`config.mk`:
```
export PLATFORM = sky130hd
export DESIGN_NAME = data_mem_arbiter
export DESIGN_NICKNAME = d
export VERILOG_FILES = /design/src/rtl/data_mem_arb_pkg.sv /design/src/rtl/rr_select2.sv /design/src/rtl/data_mem_arbiter.sv
export SDC_FILE = /design/constraint.sdc
export NUM_CORES = 1
export LEC_CHECK = 0
export CAP_MARGIN = 20
export CORE_MARGIN = 2
export CORE_UTILIZATION = 30
export DETAILED_ROUTE_END_ITERATION = 16
export GPL_ROUTABILITY_DRIVEN = 1
export PLACE_DENSITY = 0.72
export SKIP_CTS_REPAIR_TIMING = 1
export SLEW_MARGIN = 20
export SYNTH_ARGS = -nofsm -noshare
export SYNTH_HDL_FRONTEND = slang
export SYNTH_HIERARCHICAL = 1
export SYNTH_SLANG_ARGS = --single-unit
```
`constraint.sdc`:
```
create_clock -name clk -period 4.55 [get_ports clk]
set_input_delay 1.365 -clock clk [delete_from_list [all_inputs] [get_ports clk]]
set_output_delay 1.365 -clock clk [all_outputs]
set_load 0.005 [all_outputs]
```
`src/rtl/data_mem_arb_pkg.sv`:
```
// Shared types for the data memory arbiter.
// Arbiter FSM states, requester ids and hold limit default.
package data_mem_arb_pkg;

    typedef enum logic [1:0] {
        IDLE      = 2'd0,
        LOCK_CORE = 2'd1,
        LOCK_DBG  = 2'd2
    } arb_state_t;

    typedef enum logic {
        REQ_CORE = 1'b0,
        REQ_DBG  = 1'b1
    } req_id_t;

    localparam int MAX_HOLD_DEFAULT = 8;

endpackage

```
`src/rtl/rr_select2.sv`:
```
// Two-way winner selection for the data memory arbiter.
// A lock owner wins while valid; otherwise round robin.
import data_mem_arb_pkg::*;

module rr_select2 (
    input  logic       core_valid,
    input  logic       dbg_valid,
    input  arb_state_t state,
    input  req_id_t    last_grant,
    output logic       grant,
    output req_id_t    winner
);

    // Pick the winner from lock ownership, then fairness
    always_comb begin
        grant  = core_valid | dbg_valid;
        winner = REQ_CORE;
        if (state == LOCK_CORE && core_valid) begin
            winner = REQ_CORE;
        end else if (state == LOCK_DBG && dbg_valid) begin
            winner = REQ_DBG;
        end else if (core_valid && dbg_valid) begin
            winner = (last_grant == REQ_CORE) ? REQ_DBG
                                              : REQ_CORE;
        end else if (dbg_valid) begin
            winner = REQ_DBG;
        end
    end

endmodule

```
`src/rtl/data_mem_arbiter.sv`:
```
// Core/debug arbiter in front of the single-port data memory.
// Supports locked bursts bounded by MAX_HOLD beats.
import data_mem_arb_pkg::*;

module data_mem_arbiter #(
    parameter  int DATA_WIDTH = 32,
    parameter  int DATA_DEPTH = 128,
    parameter  int MAX_HOLD   = MAX_HOLD_DEFAULT,
    localparam int ADDR_WIDTH = $clog2(DATA_DEPTH)
) (
    input  logic                  clk,
    input  logic                  rst_n,
    input  logic                  core_req_valid,
    output logic                  core_req_ready,
    input  logic                  core_req_wr,
    input  logic                  core_req_lock,
    input  logic [ADDR_WIDTH-1:0] core_req_addr,
    input  logic [DATA_WIDTH-1:0] core_req_wdata,
    output logic                  core_rsp_valid,
    output logic [DATA_WIDTH-1:0] core_rsp_rdata,
    input  logic                  dbg_req_valid,
    output logic                  dbg_req_ready,
    input  logic                  dbg_req_wr,
    input  logic                  dbg_req_lock,
    input  logic [ADDR_WIDTH-1:0] dbg_req_addr,
    input  logic [DATA_WIDTH-1:0] dbg_req_wdata,
    output logic                  dbg_rsp_valid,
    output logic [DATA_WIDTH-1:0] dbg_rsp_rdata,
    output logic [ADDR_WIDTH-1:0] mem_address,
    output logic [DATA_WIDTH-1:0] mem_write_data,
    output logic                  mem_wr,
    input  logic [DATA_WIDTH-1:0] mem_read_data,
    output logic                  grant_id
);

    localparam int CW = $clog2(MAX_HOLD + 1);

    arb_state_t      state_q, state_d;
    logic [CW-1:0]   hold_q, hold_d;
    logic [CW-1:0]   hold_base, hold_inc;
    req_id_t         last_q;
    req_id_t         winner;
    logic            grant;
    logic            win_wr, win_lock;
    logic [ADDR_WIDTH-1:0] win_addr;
    logic [DATA_WIDTH-1:0] win_wdata;
    logic            core_rsp_q, dbg_rsp_q;

    rr_select2 u_sel (
        .core_valid (core_req_valid & rst_n),
        .dbg_valid  (dbg_req_valid & rst_n),
        .state      (state_q),
        .last_grant (last_q),
        .grant      (grant),
        .winner     (winner)
    );

    // Route the winning request to the memory port
    always_comb begin
        win_wr    = core_req_wr;
        win_lock  = core_req_lock;
        win_addr  = core_req_addr;
        win_wdata = core_req_wdata;
        if (winner == REQ_DBG) begin
            win_wr    = dbg_req_wr;
            win_lock  = dbg_req_lock;
            win_addr  = dbg_req_addr;
            win_wdata = dbg_req_wdata;
        end
        core_req_ready = grant & (winner == REQ_CORE);
        dbg_req_ready  = grant & (winner == REQ_DBG);
        mem_wr         = grant & win_wr;
        mem_address    = grant ? win_addr : '0;
        mem_write_data = grant ? win_wdata : '0;
    end

    // Lock state and hold count for the next cycle
    always_comb begin
        state_d   = IDLE;
        hold_d    = '0;
        hold_base = '0;
        if ((winner == REQ_CORE && state_q == LOCK_CORE) ||
            (winner == REQ_DBG  && state_q == LOCK_DBG)) begin
            hold_base = hold_q;
        end
        hold_inc = hold_base + 1'b1;
        if (grant && win_lock && hold_inc < CW'(MAX_HOLD)) begin
            state_d = (winner == REQ_CORE) ? LOCK_CORE
                                           : LOCK_DBG;
            hold_d  = hold_inc;
        end
    end

    // FSM, hold counter and last grant registers
    always_ff @(posedge clk) begin
        if (!rst_n) begin
            state_q <= IDLE;
            hold_q  <= '0;
            last_q  <= REQ_DBG;
        end else begin
            state_q <= state_d;
            hold_q  <= hold_d;
            if (grant) begin
                last_q <= winner;
            end
        end
    end

    // Capture read data and flag a response per accepted beat
    always_ff @(posedge clk) begin
        if (!rst_n) begin
            core_rsp_q     <= 1'b0;
            dbg_rsp_q      <= 1'b0;
            core_rsp_rdata <= '0;
            dbg_rsp_rdata  <= '0;
        end else begin
            core_rsp_q <= core_req_ready;
            dbg_rsp_q  <= dbg_req_ready;
            if (core_req_ready) begin
                core_rsp_rdata <= core_req_wr ? '0 : mem_read_data;
            end
            if (dbg_req_ready) begin
                dbg_rsp_rdata <= dbg_req_wr ? '0 : mem_read_data;
            end
        end
    end

    // A reset arriving during the pulse cycle suppresses it
    assign core_rsp_valid = core_rsp_q & rst_n;
    assign dbg_rsp_valid  = dbg_rsp_q & rst_n;
    assign grant_id       = last_q;

endmodule

```
==> metrics.md, run 1 <==
| Metric | Value |
|---|---|
| Status | finished, final reports clean |
| Clock Latency Late Sink | 0.33 ns |
| Residual DRC | 0 |
| Fraction of layout cells with a size suffix above 1 | between 10% and 20% |
| Initial antenna violation count | 0 |
| Seq pwr share | between 40% and 50% |
| Nets | ~640 |
| Root Buffer | clkbuf_8 |
| Switch Pwr | roughly 370 uW |
| WL/cell | ~16 um |
| Full die area | about 0.011 sq mm |
| Placed Area | around 0.0055 sq mm |
| CTS tree | yes |
| Hold Path Class | reg -> reg |
| Final wirelength | 10700 um |
| Worst Path Max Fanout | 16 |
| Hold Path Depth | 1 |
| Cts bufs inserted | 9 |
| Synth cell types | 29 |
| Period minus WS final | about 4.5 ns |
| Crit start category | primary input |
| First-pass GRT wire length | 15500 um |
| First DRT Iteration DRCs | 97 |
| Clock tree buffer depth | 2 |
| Die width | about 110 um |
| Gate power share | 23.1% |
| Max Fclk | approximately 0.22 GHz |
| Max-cap violations | 0 |
| Port Buf Inserts | 226 |
| Antenna cells | 0 |
| Power density over cell area | 253 mW/mm^2 |
| Layout Utilization | 59.0% |
| Syn Area/Cell | between 10 and 15 sq um |
| Clk sink count | 73 |
| Sequential element share of the synthesized area | 47.3% |
| Cell Rows | 37 |
| CTS H-tree lvls | 3 |
| Setup Skew | 0.00886 ns |
| Fillers | between 800 and 900 |
| Number of flops mapped to enable cells by yosys | 0 |
| I/O pins | 227 |
| Post-Syn Area | 0.00309 sq mm |
| Vias/cell | about 4.7 |
| Total number of vias | ~3100 |
| CP required | 3.18 ns |
| Clock-pin slew on the worst setup and hold paths | roughly 0.080 ns |
| Slowest CP cell | clkdlybuf4s50_1 |
| Die extent in y | ~110 um |
| Slowest stage delay, CP | 0.45 ns |
| Number of synthesized register bits | between 70 and 80 |
| Post-route cell area | 0.00601 sq mm |
| R2r worst-path depth | 11 |
| Leakage | approximately 2.8 nW |
| Internal | 1.15 mW |
| Area growth, synth to finish | 94.4% |
| Syn. warnings | 6 |
| Net Count, Synth | approximately 400 |
| HPWL Detailed | 7650 um |
| GR Util All Layers | between 10% and 20% |
| FFs w/ async S/R, synth | 0% |
| Sw frac | 24.4% |
| Final number of max-transition violations | 0 |
| Fin Setup TNS | 0 ns |
| Final Hold Vio Count | 0 |
| Initial Utilization | a little under a third |
| Vias in the first global route | about 3100 |
| VDD IR max | 0.105 mV |
| Worst-path cell chain | dlymetal6s2s_1, and2_4, and3b_2, a311oi_4, buf_6, buf_12, mux2i_1, nor2b_1, clkdlybuf4s50_1 |
| Placer congestion estimate | approximately 0.8 |
| Clock power frac | 32.7% |
| Core area | around 0.01 sq mm |
| Crit. End Element | primary output |
| Synth Instances | between 200 and 300 |
| Tcrit/Tclk final | between 90% and 100% |
| Congestion Overflow GR | 0 |
| Routed Antenna Nets | 0 |
| Largest net degree at the start of global routing | 43 |
| Setup CP Type | in -> out |
| Drt pass-1 iters | 4 |
| # setup viols final | 0 |
| Main synth FF type | dfxtp_1 |
| Worst EP arrival | 3.13 ns |
## final timing paths
kind                            slack [ns]                      startpoint                              to
worst max-delay path                  0.06                           rst_n                  mem_address[4]
worst min-delay path                  0.48  dbg_rsp_rdata[10]$_SDFFE_PN0P_  dbg_rsp_rdata[10]$_SDFFE_PN0P_
worst max register to register        2.15           state_q[1]$_SDFF_PN0_            hold_q[2]$_SDFF_PN0_
worst min register to register        0.48  dbg_rsp_rdata[10]$_SDFFE_PN0P_  dbg_rsp_rdata[10]$_SDFFE_PN0P_
## registers in the layout (all words and copies together) (netlist names)
| name | flops |
|---|---|
| dbg_rsp_rdata | 32 |
| core_rsp_rdata | 32 |
| dbg_rsp_q | 1 |
| grant_id | 1 |
| hold_q | 4 |
| state_q | 2 |
| core_rsp_q | 1 |
## cell type report
type	instances	area [sq um]	area share (%)
Clock buffer	10	128	2.12
Clock inverter	6	67.6	1.12
Inverter	2	7.51	0.125
Multi-Input combinational cell	182	1520	25.3
Sequential cell	73	1460	24.3
Tap cell	136	170	2.83
Timing Repair Buffer	254	2660	44.2
## synthesized netlist by cell type (2+ instances only)
library cell | number | share of area (%)
nand3_1 | 2 | 0.32
a21oi_1 | 3 | 0.49
clkbuf_1 | 6 | 0.73
buf_6 | 4 | 1.5
nand2b_1 | 2 | 0.40
or2_2 | 3 | 0.61
buf_2 | 14 | 2.3
a22o_1 | 64 | 18
mux2i_1 | 40 | 13
inv_1 | 2 | 0.24
and2_1 | 9 | 1.8
nor2b_1 | 44 | 8.9
dfxtp_1 | 73 | 47
## placed cells by master, fill, tap and decap left out, types with 2 or more instances in the layout
cell type	netlist	layout
nand2b_1	2	2
mux2i_2	0	3
clkdlybuf4s50_1	0	189
buf_6	4	3
clkinvlp_4	0	2
buf_4	1	18
mux2i_1	40	37
and2_1	9	7
clkbuf_8	0	9
nor2b_1	44	41
buf_12	0	5
a21oi_1	3	3
and2_4	1	3
nor2b_2	0	3
a22o_1	64	64
dlymetal6s2s_1	0	36
nand3_1	2	2
dfxtp_1	73	73
or2_2	3	3
## stage by stage
step	setup WS (ns)	hold slack, ns	std cells	power [mW]
5_1_grt	-0.00623	0.497	663	1.59
3_5_place_dp	-0.464	0.464	631	1.02
4_1_cts	-0.475	0.487	647	1.53
3_3_place_gp	-0.397	0.460	631	1.02
6_report	0.0569	0.481	663	1.52
2_1_floorplan	0.469	0.474	282	0.792
## worst max-delay path: cells and delay by family
kind / cells / cell delay [ns]
and+or+nand+nor: 3 / 0.42
AOI/OAI and AO/OA: 1 / 0.21
buffers and inverters: 4 / 0.92
muxes: 1 / 0.21
## cells by family (layout without fill, tap and decap cells)
logic type | after synthesis | count (layout) | synth area share, %
other | 1 | 1 | 0.121
buffers and inverters | 27 | 272 | 4.94
XOR/XNOR | 1 | 1 | 0.283
AO/OA/AOI/OAI | 71 | 71 | 19.6
adder cells (fa/ha/maj) | 1 | 1 | 0.405
multiplexers | 41 | 41 | 13.3
flip-flops | 73 | 73 | 47.3
AND/OR/NAND/NOR | 67 | 67 | 14.1
## routing by layer
| metal | part of all wire [%] | vias to the layer above | track usage [%] |
|---|---|---|---|
| met1 | 37 | 1492 | 18.1 |
| met4 | 1.1 | 0 | 4.70 |
| met2 | 53 | 143 | 32.9 |
| li1 | - | 1492 | - |
| met3 | 8.5 | 8 | 7.24 |
| met5 | 0 | - | 0 |
## power by group through the flow
stage | logic (mW) | registers (mW) | clock network (mW)
final | 0.352 | 0.671 | 0.497
after global routing | 0.375 | 0.674 | 0.545
after CTS | 0.341 | 0.671 | 0.516
after detailed placement | 0.339 | 0.686 | 0
after global placement | 0.336 | 0.685 | 0
after floorplan | 0.107 | 0.685 | 0
Power figures use the tool's default switching activity.
==> inputs of run 2 (changes only) <==
- CORE_ASPECT_RATIO: not set -> 1.1
==> run 2 against run 1 <==
Compared with the run above:
- worst setup slack improved by 0.027 ns
- die area barely moved
- clock power decreased by 11%
- worst hold slack improved by 0.0012 ns
- final cell count shrank 2.1%
- flip-flop and latch count unchanged
- routed wire length increased by 1.0%
- design area shrank 0.21%
- sequential share of layout area grew 0.051 points
- critical path depth is 3 higher
==> metrics.md, run 2 (synthesis results as in run 1) <==
| Metric | Value |
|---|---|
| Initial Utilization | a little under a third |
| Fillers | between 800 and 900 |
| Core area | roughly 0.01 sq mm |
| WL/cell | 16.7 um |
| Vias in the first global route | approximately 3200 |
| Crit. End Element | primary output |
| GR Util All Layers | approximately a fifth |
| Hold slack final | between 0.4 and 0.5 ns |
| Routed Antenna Nets | 0 |
| Commonest cells after routing, fill and taps aside | 182 x clkdlybuf4s50_1, 73 x dfxtp_1, 64 x a22o_1 |
| Clock-pin slew on the worst setup and hold paths | roughly 0.07 ns |
| CP required | ~3.2 ns |
| Status | finished, final reports clean |
| Residual DRC | 0 |
| Fin cells | ~650 |
| Antenna cells | 0 |
| Biggest regs | core_rsp_rdata (32), dbg_rsp_rdata (32), hold_q (4) |
| First-pass GRT wire length | between 15000 and 20000 um |
| Clk sink count | 73 |
| Area growth, synth to finish | 94.0% |
| Final wirelength | 10800 um |
| Nets | approximately 640 |
| CTS H-tree lvls | 3 |
| Max-cap violations | 0 |
| Vias/cell | between 4 and 5 |
| VDD IR max | 0.102 mV |
| Clock tree buffer depth | 2 |
| # setup viols final | 0 |
| Leakage | slightly below 3 nW |
| Full die area | 0.0111 sq mm |
| Root Buffer | clkbuf_8 |
| Fraction of layout cells with a size suffix above 1 | between 10% and 20% |
| Max Fclk | roughly 0.22 GHz |
| Total power draw | 1.47 mW |
| Cell Rows | 38 |
| Setup Skew | 0.00369 ns |
| Area of the multi-input gates | roughly 0.0015 sq mm |
| Hold Path Class | reg -> reg |
| Die width | between 100 and 150 um |
| Most common cell after layout, fill and taps aside | clkdlybuf4s50_1 |
| Power density over cell area | 244 mW/mm^2 |
| I/O pins | roughly 230 |
| First DRT Iteration DRCs | between 100 and 150 |
| Largest net degree at the start of global routing | 33 |
| Congestion Overflow GR | 0 |
| Worst Path Max Fanout | 8 |
| Total number of vias | roughly 3100 |
| Register area | roughly 0.0015 sq mm |
| Initial antenna violation count | 0 |
| Final number of max-transition violations | 0 |
| CTS tree | yes |
| Placer congestion estimate | approximately 0.85 |
| Period minus WS final | 4.47 ns |
| Setup CP Type | in -> out |
| Tcrit/Tclk final | 98.1% |
| Die extent in y | around 110 um |
| Drt pass-1 iters | 4 |
| Placed insts | around 620 |
| Port Buf Inserts | 226 |
| Clock Latency Late Sink | roughly 0.34 ns |
| Crit start category | primary input |
| Cts bufs inserted | 9 |
| Final Hold Vio Count | 0 |
| HPWL Detailed | ~8300 um |
| Worst EP arrival | ~3.1 ns |
-- run 2: cell types whose count changed in the layout (fill, tap and decap cells not counted), moves of 2 or more --
cell and delta:
buf_4 +3, buf_6 -2, clkdlybuf4s50_1 -7, clkinv_2 +2, dlymetal6s2s_1 +7, mux2i_1 +2
mux2i_2 -2
-- run 2: stage by stage --
stage	setup TNS, ns	worst slack (ns)	util (%)	instance area [sq um]
5_1_grt	-0.00258	-0.00258	60.4	6000
3_5_place_dp	-14.71	-0.415	56.2	5580
2_1_floorplan	0	0.469	-	3090
3_3_place_gp	-12.79	-0.374	56.2	5580
6_report	0	0.0844	60.4	6000
4_1_cts	-15.17	-0.437	57.9	5760
-- run 2: worst paths after layout --
check                                    end  slack [ns]  cells past startpoint                             from
max                        mem_write_data[9]        0.08                     12                   core_req_valid
min          core_rsp_rdata[20]$_SDFFE_PN0P_        0.48                      1  core_rsp_rdata[20]$_SDFFE_PN0P_
max reg2reg             hold_q[2]$_SDFF_PN0_        2.18                     10            state_q[0]$_SDFF_PN0_
min reg2reg  core_rsp_rdata[20]$_SDFFE_PN0P_        0.48                      1  core_rsp_rdata[20]$_SDFFE_PN0P_
-- run 2: layer usage --
metal  part of all wire, %  wire (um)  global-route usage (%)  vias up
li1                      -          -                       -     1506
met1                    38       4090                    21.0     1430
met2                    51       5530                    32.7      146
met3                    10       1110                    8.10        9
met4                   1.0        113                    5.02        0
met5                     0          0                       0        -
-- run 2: layout make-up --
| cell class | count | share of cell area (%) |
|---|---|---|
| clock buffer | 11 | 2.36 |
| multi-input combinational | 182 | 25.2 |
| timing repair buffer | 256 | 44.9 |
| tap | 120 | 2.50 |
| sequential | 73 | 24.4 |
| inverter | 2 | 0.125 |
| clock inverter | 5 | 0.521 |
-- run 2: critical path, stage by stage --
cell and delay, ns:
dlymetal6s2s_1 0.13, and2_4 0.16, and3b_2 0.22, a311oi_4 0.28
buf_12 0.16, buf_12 0.13, buf_8 0.10, buf_4 0.10
buf_4 0.10, mux2i_1 0.17, nor2b_1 0.06, clkbuf_2 0.12
-- run 2: power by group --
part / internal [mW] / total (mW) / switching, mW
Combinational: 0.234 / 0.351 / 0.116
Sequential: 0.659 / 0.671 / 0.0119
Clock: 0.211 / 0.444 / 0.233
==> inputs of run 3 (changes only) <==
- CTS_CLUSTER_SIZE: not set -> 8
==> results of run 3 <==
The final DEF is identical to that of run 2; final timing and power are the same.
